### config.mk
export PLATFORM = sky130hd
export DESIGN_NAME = parallel_2_serial
export DESIGN_NICKNAME = d
export VERILOG_FILES = /design/src/rtl/qam_pkg.sv /design/src/rtl/bit_tick_gen.sv /design/src/rtl/parallel_2_serial.sv
export SDC_FILE = /design/constraint.sdc
export NUM_CORES = 1
export LEC_CHECK = 0
export CORE_AREA = 2 2 47 49
export CTS_CLUSTER_DIAMETER = 100
export DETAILED_ROUTE_END_ITERATION = 10
export DIE_AREA = 0 0 49 51
export PLACE_DENSITY = 0.73
export SYNTH_ARGS = -nofsm -noshare
export SYNTH_HDL_FRONTEND = slang
export SYNTH_SLANG_ARGS = --single-unit
### constraint.sdc
create_clock -name clk -period 4.8 [get_ports clk]
set_input_delay 0.96 -clock clk [delete_from_list [all_inputs] [get_ports clk]]
set_output_delay 0.96 -clock clk [all_outputs]
set_load 0.005 [all_outputs]
### src/rtl/qam_pkg.sv
// Shared definitions for the QAM serial path: default symbol width and bit
// period, the parallel-to-serial FSM state type and a frame-length helper.
// The frame length follows the P2S_PARITY_EN macro (one extra parity bit).
package qam_pkg;

  localparam int SYM_W_DEF      = 4;
  localparam int BIT_PERIOD_DEF = 8;

  // IDLE: shift register empty. SHIFT: bits of a symbol remain to be emitted.
  typedef enum logic {
    IDLE  = 1'b0,
    SHIFT = 1'b1
  } p2s_state_t;

  // Number of flagged bits emitted per symbol.
  function automatic int frame_bits(input int sym_w);
`ifdef P2S_PARITY_EN
    return sym_w + 1;
`else
    return sym_w;
`endif
  endfunction

endpackage

### src/rtl/bit_tick_gen.sv
// Bit-period tick generator: counts 0..BIT_PERIOD-1 while start is high and
// holds its count while start is low. tick is high in the cycle where the
// count sits at its last value with start high.
module bit_tick_gen
  import qam_pkg::*;
#(
  parameter int BIT_PERIOD = BIT_PERIOD_DEF
) (
  input  logic clk,
  input  logic rst,
  input  logic start,
  output logic tick
);

  // BIT_PERIOD is limited to 255, so an 8-bit counter always suffices.
  localparam logic [7:0] LAST = 8'(BIT_PERIOD - 1);

  logic [7:0] count_reg;

  // Free-running period counter, frozen while start is low.
  always_ff @(posedge clk) begin
    if (rst) begin
      count_reg <= '0;
    end else if (start) begin
      if (count_reg == LAST) begin
        count_reg <= '0;
      end else begin
        count_reg <= count_reg + 8'd1;
      end
    end
  end

  assign tick = start && (count_reg == LAST);

endmodule

### src/rtl/parallel_2_serial.sv
// Parallel-to-serial converter with a one-symbol hold register in front of
// the shift register. Each bit stays on serial_out for BIT_PERIOD clocks and
// is marked by a one-cycle data_flag strobe; a held symbol is loaded and its
// first bit emitted on the same tick that follows the previous last bit, so
// a continuous stream has no gaps.
// Optional feature: define P2S_PARITY_EN to append an even-parity bit after
// every symbol (computed from the symbol as it is loaded).
module parallel_2_serial
  import qam_pkg::*;
#(
  parameter int BIT_PERIOD = BIT_PERIOD_DEF,
  parameter int SYM_W      = SYM_W_DEF,
  parameter int MSB_FIRST  = 1
) (
  input  logic             clk,
  input  logic             rst,
  input  logic             start,
  input  logic [SYM_W-1:0] parallel_data,
  input  logic             par_valid,
  output logic             par_ready,
  output logic             serial_out,
  output logic             data_flag,
  output logic             busy
);

  localparam int FRAME_W = frame_bits(SYM_W);
  localparam int CNT_W   = $clog2(FRAME_W + 1);

  p2s_state_t         state_reg, state_next;
  logic [FRAME_W-1:0] shift_reg, shift_next;
  logic [CNT_W-1:0]   cnt_reg, cnt_next;
  logic               serial_reg, serial_next;
  logic               flag_reg, flag_next;
  logic [SYM_W-1:0]   hold_data_reg, hold_data_next;
  logic               hold_full_reg, hold_full_next;
  logic               ready_reg;

  logic               tick;
  logic               accept;
  logic               shift_empty;
  logic               load;
  logic [FRAME_W-1:0] load_frame;
  logic [FRAME_W-1:0] src_frame;
  logic               head_bit;
  logic [FRAME_W-1:0] rest_bits;

  bit_tick_gen #(
    .BIT_PERIOD(BIT_PERIOD)
  ) u_tick (
    .clk  (clk),
    .rst  (rst),
    .start(start),
    .tick (tick)
  );

  assign accept      = par_valid && ready_reg;
  // cnt_reg == 0 in SHIFT means the last bit is out and the next tick may
  // load the held symbol without an idle bit period.
  assign shift_empty = (state_reg == IDLE) || (cnt_reg == '0);
  assign load        = tick && shift_empty && hold_full_reg;
  assign src_frame   = load ? load_frame : shift_reg;

  // Build the frame for the held symbol, parity bit emitted last.
`ifdef P2S_PARITY_EN
  logic parity_bit;
  assign parity_bit = ^hold_data_reg;
  if (MSB_FIRST != 0) begin : g_frame_msb
    assign load_frame = {hold_data_reg, parity_bit};
  end else begin : g_frame_lsb
    assign load_frame = {parity_bit, hold_data_reg};
  end
`else
  assign load_frame = hold_data_reg;
`endif

  // Pick the outgoing bit and the remainder according to bit order.
  if (MSB_FIRST != 0) begin : g_msb_first
    assign head_bit  = src_frame[FRAME_W-1];
    assign rest_bits = {src_frame[FRAME_W-2:0], 1'b0};
  end else begin : g_lsb_first
    assign head_bit  = src_frame[0];
    assign rest_bits = {1'b0, src_frame[FRAME_W-1:1]};
  end

  // Next-state, emission and hold-register update logic.
  always_comb begin
    state_next     = state_reg;
    shift_next     = shift_reg;
    cnt_next       = cnt_reg;
    serial_next    = serial_reg;
    flag_next      = 1'b0;
    hold_data_next = hold_data_reg;
    hold_full_next = hold_full_reg;

    if (tick) begin
      if (!shift_empty) begin
        serial_next = head_bit;
        shift_next  = rest_bits;
        flag_next   = 1'b1;
        cnt_next    = cnt_reg - CNT_W'(1);
        if ((cnt_reg == CNT_W'(1)) && !hold_full_reg) begin
          state_next = IDLE;
        end
      end else if (hold_full_reg) begin
        serial_next = head_bit;
        shift_next  = rest_bits;
        flag_next   = 1'b1;
        cnt_next    = CNT_W'(FRAME_W - 1);
        state_next  = SHIFT;
      end else begin
        state_next = IDLE;
      end
    end

    // A same-cycle accept always wins over the transfer so nothing is lost.
    if (accept) begin
      hold_data_next = parallel_data;
      hold_full_next = 1'b1;
    end else if (load) begin
      hold_full_next = 1'b0;
    end
  end

  // State and datapath registers.
  always_ff @(posedge clk) begin
    if (rst) begin
      state_reg     <= IDLE;
      shift_reg     <= '0;
      cnt_reg       <= '0;
      serial_reg    <= 1'b0;
      flag_reg      <= 1'b0;
      hold_data_reg <= '0;
      hold_full_reg <= 1'b0;
      ready_reg     <= 1'b0;
    end else begin
      state_reg     <= state_next;
      shift_reg     <= shift_next;
      cnt_reg       <= cnt_next;
      serial_reg    <= serial_next;
      flag_reg      <= flag_next;
      hold_data_reg <= hold_data_next;
      hold_full_reg <= hold_full_next;
      ready_reg     <= ~hold_full_next;
    end
  end

  assign par_ready  = ready_reg;
  assign serial_out = serial_reg;
  assign data_flag  = flag_reg;
  assign busy       = (state_reg == SHIFT) || hold_full_reg;

endmodule
==> results.yml <==
timing:
  max_freq_mhz: 375
  fin_crit_ns: 2.67
  maxSlewViolCount: 0
  setup_viol: 0
  rsz0062_at_grt: "false"
  finalHoldViolCount: 0
  max_slew.worst_pin.slew_ns: 0.959
  skew_ns: 0.00738
  slew-limit-headroom: 0.355
  final.period_utilization: 0.556
  hold_slack_ns: 0.472
  finalSetupTns_ns: 0
power:
  intPower_uw: 242
  seq_power_share: 0.639
  p_sw_frac: 0.228
  leakage_uw: 0.000436
  vdd_drop_max_mv: 0.158
  clkPwrFrac: 0.277
  p_switching_uw: 71.4
  power_frac_comb: 0.084
  powerDensity_nw_per_um2: 266
finish:
  drive_above_1_share: 0.0538
  largest_reg_flops: 8
  layout.nets: 143
  antenna_cells: 0
  syn_to_final_growth_pct: 15.4
synth:
  synthCells: 118
  synthFlopType: "dfxtp_1"
  synth_seq_area_share: 0.451
  syn_area_um2: 1020
  synth_nets: 130
  synth_area_leaders: "dfxtp_1, a21oi_1, ha_1, nor2_1, nand3_1"
  yosysMostFrequentCell: "dfxtp_1"
  synthDistinctLibCells: 32
  ys_warn_count: 0
  synth_seq_cells: 23
  syn_avg_cell_area_um2: 8.65
  yosysTopAreaCellShare: 0.451
  yosysTopAreaCell: "dfxtp_1"
  async_flop_share: 0
  synth_common_cells: "dfxtp_1, nor2_1, a21oi_1"
  synth_edf_count: 0
cts:
  clock-sinks: 23
  cts-root-buf: "clkbuf_4"
  cts_buffer_depth: 2
  cts_tree: "done"
  cts_hold_buf: 0
  cts_buffers: 3
  cts_setup_buffers: 0
  cts.repair.resized: 0
  clkTransAtPathRegs_ns: 0.12
  clk_latency_ns: 0.31
  h-tree-depth: 1
floorplanning:
  std_cell_rows: 17
  die_h_um: 51
  dieWidth_um: 49
  dieArea_um2: 2500
  io_pins: 12
  core_um2: 2060
  initial_core_util: 0.495
route:
  wl_mm: 1.93
  first_pass_iters: 4
  drc: 0
  wire_per_inst_um: 12.2
  vias_per_cell: 5.31
  drtAntennaViolNets: 0
  drt_iter0_drc: 7
  dr_total_vias: 839
global_routing:
  gr-total-overflow: 0
  grtUsageTotal: 0.184
  grt_pass1_vias: 806
  grt_start_max_net_pins: 15
  grt_first_pass_wirelength_mm: 3.46
  antenna_found_initial: 0
worst_setup_path:
  path_max_fanout: 7
  critPathRequiredTime_ns: 5.04
  startpoint_type: "input port"
  critPathKind: "in2reg"
  arrival_ns: 2.91
  end_kind: "register"
hold_path:
  min_path_type: "reg2reg"
place:
  io_buffer_count: 11
  globalplace.congestion: 0.801
  dp_hpwl_mm: 1.47
job:
  cap_violations: 0
outcome:
  status: "completed"
-- metrics by stage --
step	cells	power (uW)	setup WS, ns	instance area (um2)	util
finish	158	314	2.13	1180	0.571
floorplan	118	218	2.56	1020	-
global placement	154	230	1.94	1150	0.559
detailed placement	154	231	1.83	1150	0.559
CTS	158	318	2.18	1180	0.571
global route	158	327	1.96	1180	0.571
-- worst paths after layout --
path	from	end	slack (ns)	cells past startpoint
setup / recovery	start	shift_reg[1]	2.13	5
hold / removal	hold_data_reg[2]	hold_data_reg[2]	0.47	2
setup reg to reg	u_tick.count_reg[0]	shift_reg[1]	2.81	5
hold reg to reg	hold_data_reg[2]	hold_data_reg[2]	0.47	2
-- logic make-up after synthesis --
family | synth area share
compound gates | 0.143
mux | 0.0196
xor+xnor | 0.0601
flops | 0.451
fa+ha+maj | 0.0490
simple gates | 0.234
buf+inv | 0.0429
-- power by group through the flow --
stage	Combinational, uW	Sequential, uW	Clock [uW]
floorplan	14.5	204	0
global placement	25.6	205	0
detailed placement	26.4	205	0
CTS	26.5	201	91.0
global route	29.2	202	96.1
finish	26.2	201	86.9
-- layer usage --
layer | track usage | part of all wire | vias to the layer above
met4 | 0.129 | 0.024 | 0
met3 | 0.0409 | 0.019 | 4
met2 | 0.326 | 0.50 | 8
met1 | 0.194 | 0.45 | 391
met5 | 0 | 0 | -
li1 | - | - | 436
-- cells in the final DEF, fill, tap and decap left out, types with 4 or more instances in the layout --
cell             instances
nand3_1                  9
nand4_1                  4
a21oi_1                 11
dfxtp_1                 23
inv_1                    8
nor2_1                  13
clkdlybuf4s50_1         11
xnor2_1                  4
ha_1                     4
nand2_1                  9
-- cell type report --
cell class / count / area [um2]
Clock buffer: 4 / 26.3
Tap cell: 28 / 35.0
Inverter: 8 / 30.0
Multi-Input combinational cell: 84 / 517
Timing Repair Buffer: 11 / 110
Sequential cell: 23 / 460
Fill cell: 186 / 885
-- critical path, cell delays in order --
cell and delay [ns]:
clkdlybuf4s50_1 0.62, nand3_1 0.17, nor4_1 0.81, nand4_1 0.18
a21oi_1 0.17
(Power assumes the default switching activity.)
==> RTL change 1, RTL diff (config.mk and constraints unchanged) <==
Add a define of `P2S_PARITY_EN`.
--- a/src/rtl/qam_pkg.sv
+++ b/src/rtl/qam_pkg.sv
@@ -2,4 +2,6 @@
 // period, the parallel-to-serial FSM state type and a frame-length helper.
 // The frame length follows the P2S_PARITY_EN macro (one extra parity bit).
+`define P2S_PARITY_EN
+
 package qam_pkg;
 
Check against the original RTL: no difference found for any inputs over 10 cycles, from zero or initial values and one cycle with rst high; that may be too few to reach the edited logic, so the function may still have changed.
==> RTL change 1 against the original RTL <==
Synthesized area grew 11%. Hold slack better by 0.0071 ns. Worst setup slack better by 0.22 ns. Sequential power is 4% higher. Cell area up 12%. Wire length increased by 6.0%. Power rose by 24%. Sequential cell count up 1. Synthesized cell count is 4.2% higher. Via count up 3.7%. Critical path type is now register to output pin. Largest cell class unchanged. Largest power group unchanged. Highest routed layer unchanged.
==> RTL change 1: results <==
set metrics [dict create \
    ys_top_cells_by_count "dfxtp_1, nor2_1, a21oi_1, inv_1, nand2_1" \
    hpwlAfterDp_um 1540 \
    grtUsageMet3_pct 3.51 \
    slowest_stage "clkdlybuf4s50_1" \
    reg2regPathDepth 4 \
    slowest_delay_ns 0.44 \
    wl_met3_um 43 \
    grtUsageTotal_pct 19.4 \
    wl_met2_um 935 \
    crit_family "buffers and inverters" \
    clkTransAtPathRegs_ns 0.14 \
    hold_path_end "serial_out" \
    cp.arrival_ns 1.48 \
    grt_pass1_vias 826 \
    place_inst 158 \
    seq_cell_power_uw 210 \
    synth_cell_types 33 \
    n_antenna_cell 0 \
    critPathLaunch "hold_full_reg" \
    hold_slack_ns 0.479 \
    crit_path_end "busy" \
    synth-seq-area-share_pct 42.3 \
    min_from "serial_out" \
    internal_power_uw 306 \
    combPwrFrac_pct 8.2 \
    grt_pass1_wl_um 3670 \
    gp_congestion 0.841 \
    timing.reg2reg.setup_slack_ns 3.00 \
    nFillCells 180 \
    routed_via_density 5.37 \
    met1_usage_pct 23.8 \
    post-place-ws_ns 2.13 \
    drt_iter0_drc 9 \
    grt_max_degree 20 \
    syn_nets 135 \
    cp_max_fo 9 \
    rr_endpoint "shift_reg[2]" \
    skew_ns 0.0106 \
    multi_input_area_um2 608 \
    fin_nets 147 \
    status "finished, final reports clean" \
    num_vias 870 \
    finalCriticalPeriod_ns 2.44 \
    met1Wirelength_um 1030 \
    peakVddDrop_uv 204 \
    drive_gt1_share_pct 8.21 \
    max_slew_margin_pct 54.0 \
]
[RTL change 1: cell count changes after synthesis, sizes merged, moves of 3 or more]
cell / before / now
nor2b: 0 / 3
mux2i: 2 / 5
a221oi: 2 / 5
nor2: 13 / 10
nand2b: 2 / 5
nand3: 9 / 6
a21oi: 11 / 8
[RTL change 1: layout make-up]
type | count | share of cell area, %
clock buffer | 3 | 1.71
clock inverter | 1 | 2.28
inverter | 8 | 2.28
multi-input combinational | 87 | 46.2
sequential | 24 | 36.5
tap | 28 | 2.66
timing repair buffer | 11 | 8.37
[RTL change 1: logic make-up (layout without fill, tap and decap cells)]
| family | after synthesis | in the layout | share of synthesized area (%) |
|---|---|---|---|
| AOI/OAI and AO/OA | 24 | 24 | 14.9 |
| xor gates and xnor gates | 7 | 7 | 5.40 |
| adders and majority gates | 4 | 4 | 4.41 |
| buffers and inverters | 12 | 23 | 4.08 |
| DFF | 24 | 24 | 42.3 |
| muxes | 5 | 5 | 4.41 |
| and+or+nand+nor | 47 | 47 | 24.5 |
==> RTL change 2, RTL diff (same settings) <==
Without the edit above. Make the reset (`rst`) asynchronous in 2 clocked blocks.
--- a/src/rtl/bit_tick_gen.sv
+++ b/src/rtl/bit_tick_gen.sv
@@ -19,5 +19,5 @@
 
   // Free-running period counter, frozen while start is low.
-  always_ff @(posedge clk) begin
+  always_ff @(posedge clk or posedge rst) begin
     if (rst) begin
       count_reg <= '0;
--- a/src/rtl/parallel_2_serial.sv
+++ b/src/rtl/parallel_2_serial.sv
@@ -123,5 +123,5 @@
 
   // State and datapath registers.
-  always_ff @(posedge clk) begin
+  always_ff @(posedge clk or posedge rst) begin
     if (rst) begin
       state_reg     <= IDLE;
Formal check against the unedited RTL: differs if rst is asserted again (counterexample within 4 cycles, from zero or initial values and one cycle with rst high); with rst held inactive, the same outputs for 10 cycles.
==> RTL change 2 against the original RTL <==
Via count decreased by 14%. Core utilization increased by 3.7 points. Critical path depth decreased by 3. Sequential cell count unchanged. Cell area increased by 6.5%. Wire length decreased by 8.9%. Worst setup slack improved by 0.20 ns. Global-route usage decreased by 1.6 points. Synthesized area increased by 6.5%. Hold slack improved by 0.021 ns. Sequential share of layout area increased by 6.8 points. Largest cell class is now sequential cells.
Power is not compared: it rests on default switching activity, and its combinational part moved more than twofold at a synthesized area within 25%.
==> RTL change 2: results <==
set metrics [dict create \
    status "finished, final reports clean" \
    critPathLaunch "hold_full_reg" \
    min_from "u_tick.count_reg[7]" \
    holdPathStages 1 \
    crit_family "flip-flops" \
    grt_pass1_vias 688 \
    synthXorXnorAreaFrac_pct 4.03 \
    met1Wirelength_um 878 \
    gp_congestion 0.849 \
    rr_endpoint "state_reg" \
    wl_met2_um 805 \
    synth_area_leaders "dfrtp_1, mux2_2, ha_1" \
    place_inst 133 \
    cp.arrival_ns 1.50 \
    synth_cell_types 24 \
    routed_via_density 5.28 \
    async_flop_share_pct 100 \
    grtUsageMet3_pct 3.51 \
    worstReg2RegStart "u_tick.count_reg[0]" \
    grtUsageTotal_pct 16.8 \
    synthCells 95 \
    timing.reg2reg.setup_slack_ns 3.10 \
    crit_path_end "busy" \
    met2_usage_pct 26.3 \
    ys_top_cells_by_count "dfrtp_1, nand3_1, inv_1, and2_1, nand2_1" \
    fin_nets 122 \
    fin_ws_ns 2.34 \
    synth-seq-area-share_pct 52.9 \
    drive_gt1_share_pct 11.9 \
    wl_um 1760 \
    synth_flop_cell "dfrtp_1" \
    met1_usage_pct 22.9 \
    drt_iter0_drc 10 \
    nFillCells 178 \
]
[RTL change 2: changes by cell type after synthesis, moves of 5 or more]
cell       delta
a21oi_1      -11
dfrtp_1      +23
mux2_2        +5
dfxtp_1      -23
nor2_1       -11
and2_1        +5
o2bb2ai_1     +5
[RTL change 2: cell type report]
| class | instances | area, um^2 | area share, % |
|---|---|---|---|
| Clock buffer | 3 | 22.5 | 1.79 |
| Clock inverter | 1 | 5.00 | 0.399 |
| Inverter | 7 | 26.3 | 2.09 |
| Multi-Input combinational cell | 64 | 480 | 38.3 |
| Sequential cell | 23 | 576 | 45.9 |
| Tap cell | 28 | 35.0 | 2.79 |
| Timing Repair Buffer | 11 | 110 | 8.77 |
[RTL change 2: per-stage QoR]
step	power (uW)	hold WS [ns]	cell area, um^2	util (%)
3_5_place_dp	557	0.475	1230	59.5
3_3_place_gp	549	0.465	1230	59.5
6_report	643	0.493	1250	60.8
2_1_floorplan	488	0.446	1090	-
5_1_grt	695	0.510	1250	60.8
4_1_cts	647	0.492	1250	60.8
